===== src/rtl/bin2dig_writer_if.sv =====
// Digit-write bus between the binary-to-decimal writer and the display controller.
// The writer drives the digit strobes; the controller side issues start/value.
`timescale 1ns/1ps

interface bin2dig_writer_if #(
  parameter int VALUE_W = 27
);
  logic               start;
  logic [VALUE_W-1:0] value;
  logic               busy;
  logic [3:0]         dig;
  logic [3:0]         pos;
  logic               wr_en;
  logic               done;
  logic               overflow;

  modport master (
    input  start, value,
    output busy, dig, pos, wr_en, done, overflow
  );

  modport slave (
    output start, value,
    input  busy, dig, pos, wr_en, done, overflow
  );
endinterface


===== src/rtl/bin2dig_writer.sv =====
// Sequential double-dabble converter that streams NDIG decimal digits to the
// display controller, least-significant position first, one write per cycle.
`timescale 1ns/1ps

module bin2dig_writer #(
  parameter int VALUE_W = 27,
  parameter int NDIG    = 8,
  parameter int MAXVAL  = 99_999_999
) (
  input logic              clock,
  input logic              reset,
  bin2dig_writer_if.master bus
);
  localparam int BCD_W = 4 * NDIG;
  localparam int CNT_W = $clog2(VALUE_W);
  localparam int IDX_W = $clog2(NDIG + 1);

  typedef enum logic [1:0] {IDLE, SHIFT, WRITE, DONE} state_t;

  state_t             state, state_n;
  logic [VALUE_W-1:0] shreg, shreg_n;
  logic [BCD_W-1:0]   bcd, bcd_n, bcd_adj;
  logic [CNT_W-1:0]   bit_cnt, bit_cnt_n;
  logic [IDX_W-1:0]   wr_idx, wr_idx_n;
  logic               busy, busy_n;
  logic               wr_en, wr_en_n;
  logic               done, done_n;
  logic               overflow, overflow_n;
  logic [3:0]         dig, dig_n;
  logic [3:0]         pos, pos_n;

  function automatic logic [3:0] nibble(input logic [BCD_W-1:0] b,
                                        input logic [IDX_W-1:0] i);
    nibble = 4'd0;
    for (int n = 0; n < NDIG; n++) begin
      if (i == IDX_W'(n)) nibble = b[n*4 +: 4];
    end
  endfunction

  // Per-nibble +3 correction; each nibble stays within its own 4 bits.
  always_comb begin
    bcd_adj = bcd;
    for (int n = 0; n < NDIG; n++) begin
      if (bcd[n*4 +: 4] >= 4'd5) bcd_adj[n*4 +: 4] = bcd[n*4 +: 4] + 4'd3;
    end
  end

  // Outputs are computed from the next state so each registered output lines
  // up with the state it belongs to; the first non-overflow write therefore
  // leaves on the same edge as the final shift. wr_idx counts writes issued,
  // so an overflow entry (wr_idx=0) spends one cycle before its first write.
  always_comb begin
    state_n    = state;
    shreg_n    = shreg;
    bcd_n      = bcd;
    bit_cnt_n  = bit_cnt;
    wr_idx_n   = wr_idx;
    busy_n     = busy;
    wr_en_n    = 1'b0;
    done_n     = 1'b0;
    overflow_n = overflow;
    dig_n      = dig;
    pos_n      = pos;

    case (state)
      IDLE: begin
        busy_n = 1'b0;
        if (bus.start) begin
          shreg_n   = bus.value;
          busy_n    = 1'b1;
          bit_cnt_n = '0;
          wr_idx_n  = '0;
          if (bus.value > VALUE_W'(MAXVAL)) begin
            overflow_n = 1'b1;
            bcd_n      = {NDIG{4'd9}};
            state_n    = WRITE;
          end else begin
            overflow_n = 1'b0;
            bcd_n      = '0;
            state_n    = SHIFT;
          end
        end
      end

      SHIFT: begin
        bcd_n     = {bcd_adj[BCD_W-2:0], shreg[VALUE_W-1]};
        shreg_n   = {shreg[VALUE_W-2:0], 1'b0};
        bit_cnt_n = bit_cnt + CNT_W'(1);
        if (bit_cnt == CNT_W'(VALUE_W - 1)) begin
          state_n  = WRITE;
          wr_en_n  = 1'b1;
          pos_n    = 4'd0;
          dig_n    = bcd_n[3:0];
          wr_idx_n = IDX_W'(1);
        end
      end

      WRITE: begin
        if (wr_idx == IDX_W'(NDIG)) begin
          state_n = DONE;
          busy_n  = 1'b0;
          done_n  = 1'b1;
        end else begin
          wr_en_n  = 1'b1;
          pos_n    = 4'(wr_idx);
          dig_n    = nibble(bcd, wr_idx);
          wr_idx_n = wr_idx + IDX_W'(1);
        end
      end

      DONE: begin
        state_n = IDLE;
      end

      default: begin
        state_n = IDLE;
      end
    endcase
  end

  // State, datapath and registered outputs; reset aborts any conversion at once.
  always_ff @(posedge clock or negedge reset) begin
    if (!reset) begin
      state    <= IDLE;
      shreg    <= '0;
      bcd      <= '0;
      bit_cnt  <= '0;
      wr_idx   <= '0;
      busy     <= 1'b0;
      wr_en    <= 1'b0;
      done     <= 1'b0;
      overflow <= 1'b0;
      dig      <= 4'd0;
      pos      <= 4'd0;
    end else begin
      state    <= state_n;
      shreg    <= shreg_n;
      bcd      <= bcd_n;
      bit_cnt  <= bit_cnt_n;
      wr_idx   <= wr_idx_n;
      busy     <= busy_n;
      wr_en    <= wr_en_n;
      done     <= done_n;
      overflow <= overflow_n;
      dig      <= dig_n;
      pos      <= pos_n;
    end
  end

  assign bus.busy     = busy;
  assign bus.wr_en    = wr_en;
  assign bus.done     = done;
  assign bus.overflow = overflow;
  assign bus.dig      = dig;
  assign bus.pos      = pos;
endmodule

===== src/flat_wrapper.sv =====
// flat-port wrapper written by rule: the top's interface ports become plain ports
module bin2dig_writer_flat 
#(
  parameter int VALUE_W = 27,
  parameter int NDIG    = 8,
  parameter int MAXVAL  = 99_999_999
)
  (clock, reset, bus_start, bus_value, bus_busy, bus_dig, bus_pos, bus_wr_en, bus_done, bus_overflow);
  bin2dig_writer_if #(.VALUE_W(VALUE_W)) bus_i ();
  input logic clock;
  input logic reset;
  input wire logic [$bits(bus_i.start)-1:0] bus_start;
  input wire logic [$bits(bus_i.value)-1:0] bus_value;
  output wire logic [$bits(bus_i.busy)-1:0] bus_busy;
  output wire logic [$bits(bus_i.dig)-1:0] bus_dig;
  output wire logic [$bits(bus_i.pos)-1:0] bus_pos;
  output wire logic [$bits(bus_i.wr_en)-1:0] bus_wr_en;
  output wire logic [$bits(bus_i.done)-1:0] bus_done;
  output wire logic [$bits(bus_i.overflow)-1:0] bus_overflow;
  assign bus_i.start = bus_start;
  assign bus_i.value = bus_value;
  assign bus_busy = bus_i.busy;
  assign bus_dig = bus_i.dig;
  assign bus_pos = bus_i.pos;
  assign bus_wr_en = bus_i.wr_en;
  assign bus_done = bus_i.done;
  assign bus_overflow = bus_i.overflow;
  bin2dig_writer #(.VALUE_W(VALUE_W), .NDIG(NDIG), .MAXVAL(MAXVAL)) u_core (.clock(clock), .reset(reset), .bus(bus_i));
endmodule

===== config.mk =====
export PLATFORM = sky130hd
export DESIGN_NAME = bin2dig_writer_flat
export DESIGN_NICKNAME = d
export VERILOG_FILES = /design/src/rtl/bin2dig_writer_if.sv /design/src/rtl/bin2dig_writer.sv /design/src/flat_wrapper.sv
export SDC_FILE = /design/constraint.sdc
export NUM_CORES = 1
export LEC_CHECK = 0
export ABC_AREA = 1
export CAP_MARGIN = 20
export CORE_AREA = 4 4 107 109
export DETAILED_ROUTE_END_ITERATION = 10
export DIE_AREA = 0 0 111 113
export PLACE_DENSITY = 0.69
export SYNTH_ARGS = -nofsm -noshare
export SYNTH_HDL_FRONTEND = slang
export SYNTH_SLANG_ARGS = --single-unit

===== constraint.sdc =====
create_clock -name clock -period 4.1 [get_ports clock]
set_clock_uncertainty 0.2 [all_clocks]
set_input_delay 0.41 -clock clock [delete_from_list [all_inputs] [get_ports clock]]
set_output_delay 0.41 -clock clock [all_outputs]
set_load 0.01 [all_outputs]

==> results.sh <==
export IMPL_syn_area_sq_mm=0.00514
export IMPL_crit_arrival_ns=2.70
export IMPL_ys_top_cells_by_area="dfrtp_1 40%, nand2_1 11%, inv_1 7.0%"
export IMPL_htreeDepth=3
export IMPL_outcome="complete, no violations"
export IMPL_first_iter_violations=330
export IMPL_n_antenna_cell=0
export IMPL_yosysTopAreaCellShare=0.399
export IMPL_layout_nets=772
export IMPL_p_leak_nw=2.80
export IMPL_ys_seq_area_frac=0.399
export IMPL_clk_path_buf_depth=2
export IMPL_grt_setup_unrepaired="false"
export IMPL_layoutNonFillerInstCount=861
export IMPL_path_clk_slew_ns=0.09
export IMPL_grt_pass1_wl_microns=20100
export IMPL_syn_inst=682
export IMPL_max_freq_mhz=376
export IMPL_required_ns=4.14
export IMPL_maxSlewHeadroom=0.667
export IMPL_reg2reg_depth=10
export IMPL_holdBufCountCts=0
export IMPL_drc=0
export IMPL_first_pass_iters=5
export IMPL_wire_per_inst_microns=14.1
export IMPL_cts_sinks=82
export IMPL_setup_tns_final_ns=0
export IMPL_grt_pass1_vias=4484
export IMPL_tightest_slew_ns=0.500
export IMPL_cts_buffers=9
export IMPL_synth_nets=738
export IMPL_drive_above_1_share=0.0735
export IMPL_die_h_microns=113
export IMPL_cts_setup_buffers=0
export IMPL_vias=4640
export IMPL_place_congestion=0.879
export IMPL_hpwl_microns=8450
export IMPL_min_period_ns=2.66
export IMPL_whs_ns=0.224
export IMPL_hold_viol=0
export IMPL_insertion_delay_ns=0.36
export IMPL_critical_path_class="flop to flop"
export IMPL_p_per_area_mw_per_mm2=793
export IMPL_synth_most_common_cell="nand2_1"
export IMPL_cp_max_fo=55
export IMPL_num_io_pins=42
export IMPL_slew_violations=0
export IMPL_end_kind="flop"
export IMPL_via_per_inst=5.39
export IMPL_ys_top_cells_by_count="144 x nand2_1, 96 x inv_1, 96 x nor2_1"
export IMPL_start_util=0.485
export IMPL_track_usage=0.194
export IMPL_die_area_sq_mm=0.0125
export IMPL_antenna_found_initial=0
export IMPL_core_area_sq_mm=0.0106
export IMPL_synth_seq_cells=82
export IMPL_grt_max_degree=83
export IMPL_yosysUniqueCellTypes=39
export IMPL_finalSetupViolCount=0
export IMPL_finalCritPeriodShare=0.649
export IMPL_worst_setup_path_start_kind="flop"
export IMPL_cts_tree="yes"
export IMPL_cts_resized_gates=0
export IMPL_fp_dieW_microns=111
export IMPL_num_rows=38
export IMPL_yosysTopAreaCell="dfrtp_1"
export IMPL_ys_flop_type="dfrtp_1"
export IMPL_synthToLayoutAreaGrowth_pct=14.0
export IMPL_placed_cells=843
export IMPL_synth_warnings=0
export IMPL_cts_root_buf="clkbuf_8"
export IMPL_routed_wirelength_microns=12100
export IMPL_synth_edff_count=0
export IMPL_postRouteAntennaNets=0
export IMPL_fillers=1009
export IMPL_port_buffers=41
export IMPL_async_flop_share=1.00
export IMPL_maxCapViolations=0
export IMPL_grt_overflow=0
export IMPL_min_path_type="input port to async pin"
export IMPL_syn_avg_cell_area_sq_um=7.54
export IMPL_ir_worst_vdd_uv=321
-- cells in the final DEF, fill, tap and decap left out, drive strengths merged --
cell type      netlist  final
dfrtp               82     82
nor3                 8      8
a21oi               40     40
o22ai                2      2
inv                103    103
clkdlybuf4s50        0     40
dlygate4sd3          0      1
buf                 16      6
ha                  26     26
bufinv               0      1
nor4                 1      1
or2                  2      2
clkinv               3      5
clkinvlp             0      1
nand4                9      9
clkbuf               8     12
xor2                11     11
o21ai               37     37
nor2                99     99
o31ai                1      1
a22o                 2      2
a31oi               39     39
nand2              148    148
nand3               32     32
o32ai               13     13
-- per-layer routing --
| layer | part of all wire | track usage | vias to the layer above | wire length (microns) |
|---|---|---|---|---|
| met3 | 0.048 | 0.0289 | 15 | 579 |
| li1 | - | - | 2281 | - |
| met5 | 0 | 0 | - | 0 |
| met2 | 0.48 | 0.342 | 125 | 5860 |
| met1 | 0.45 | 0.237 | 2219 | 5520 |
| met4 | 0.014 | 0.0846 | 0 | 172 |
-- final cells by class --
cell class,instances,area (sq um),area share
Multi-Input combinational cell,470,2560,0.437
Sequential cell,82,2050,0.350
Timing Repair Buffer,47,475,0.0811
Inverter,106,399,0.0681
Tap cell,140,175,0.0299
Clock buffer,12,145,0.0248
Clock inverter,4,51.3,0.00875
-- cells by family after synthesis --
group / Yosys count / synth area share
simple gates: 299 / 0.257
flops: 82 / 0.399
fa+ha+maj: 26 / 0.0633
xor+xnor: 11 / 0.0187
buf+inv: 130 / 0.104
compound gates: 134 / 0.158
-- through the flow --
stage          total power, mW  setup WS, ns   util  instance area [sq um]
6_report                  4.65          1.44  0.553                   5860
5_1_grt                   5.06          1.17  0.553                   5860
4_1_cts                   4.63          1.42  0.549                   5820
3_5_place_dp              4.02          1.36  0.531                   5630
3_3_place_gp              3.90          1.39  0.531                   5630
2_1_floorplan             3.37          2.23      -                   5140
-- state kept, by name, summed over array words and instances, names as in the netlist --
signal and flops:
u_core.bcd 32, u_core.bit_cnt 5, u_core.bus.busy 1, u_core.bus.dig 4, u_core.bus.done 1, u_core.bus.overflow 1
u_core.bus.pos 4, u_core.bus.wr_en 1, u_core.shreg 27, u_core.state 2, u_core.wr_idx 4
-- power breakdown --
part | internal (mW) | total [mW] | switching [mW]
Sequential | 1.19 | 1.47 | 0.284
Clock | 0.299 | 0.609 | 0.310
Combinational | 0.925 | 2.57 | 1.64
-- worst max-delay path, stage by stage, from the launching register on --
cell	delay [ns]
dfrtp_1	0.42
inv_1	0.10
ha_1	0.27
nand2_1	0.20
o21ai_4	0.10
buf_4	0.44
inv_2	0.30
nor2_1	0.20
nand3_1	0.10
xor2_1	0.15
nor2_1	0.06
-- path summary, 6_finish.rpt --
path / from / end / slack (ns)
max in group asynchronous: reset / u_core.bcd[13] / 2.88
setup / recovery: u_core.state[0] / u_core.bit_cnt[3] / 1.44
min in group clock: u_core.bus.pos[2] / u_core.bus.pos[2] / 0.29
hold reg to reg: u_core.bus.pos[2] / u_core.bus.pos[2] / 0.29
hold / removal: reset / u_core.bus.pos[0] / 0.22
setup reg to reg: u_core.state[0] / u_core.bit_cnt[3] / 1.44
(Power assumes the default switching activity.)
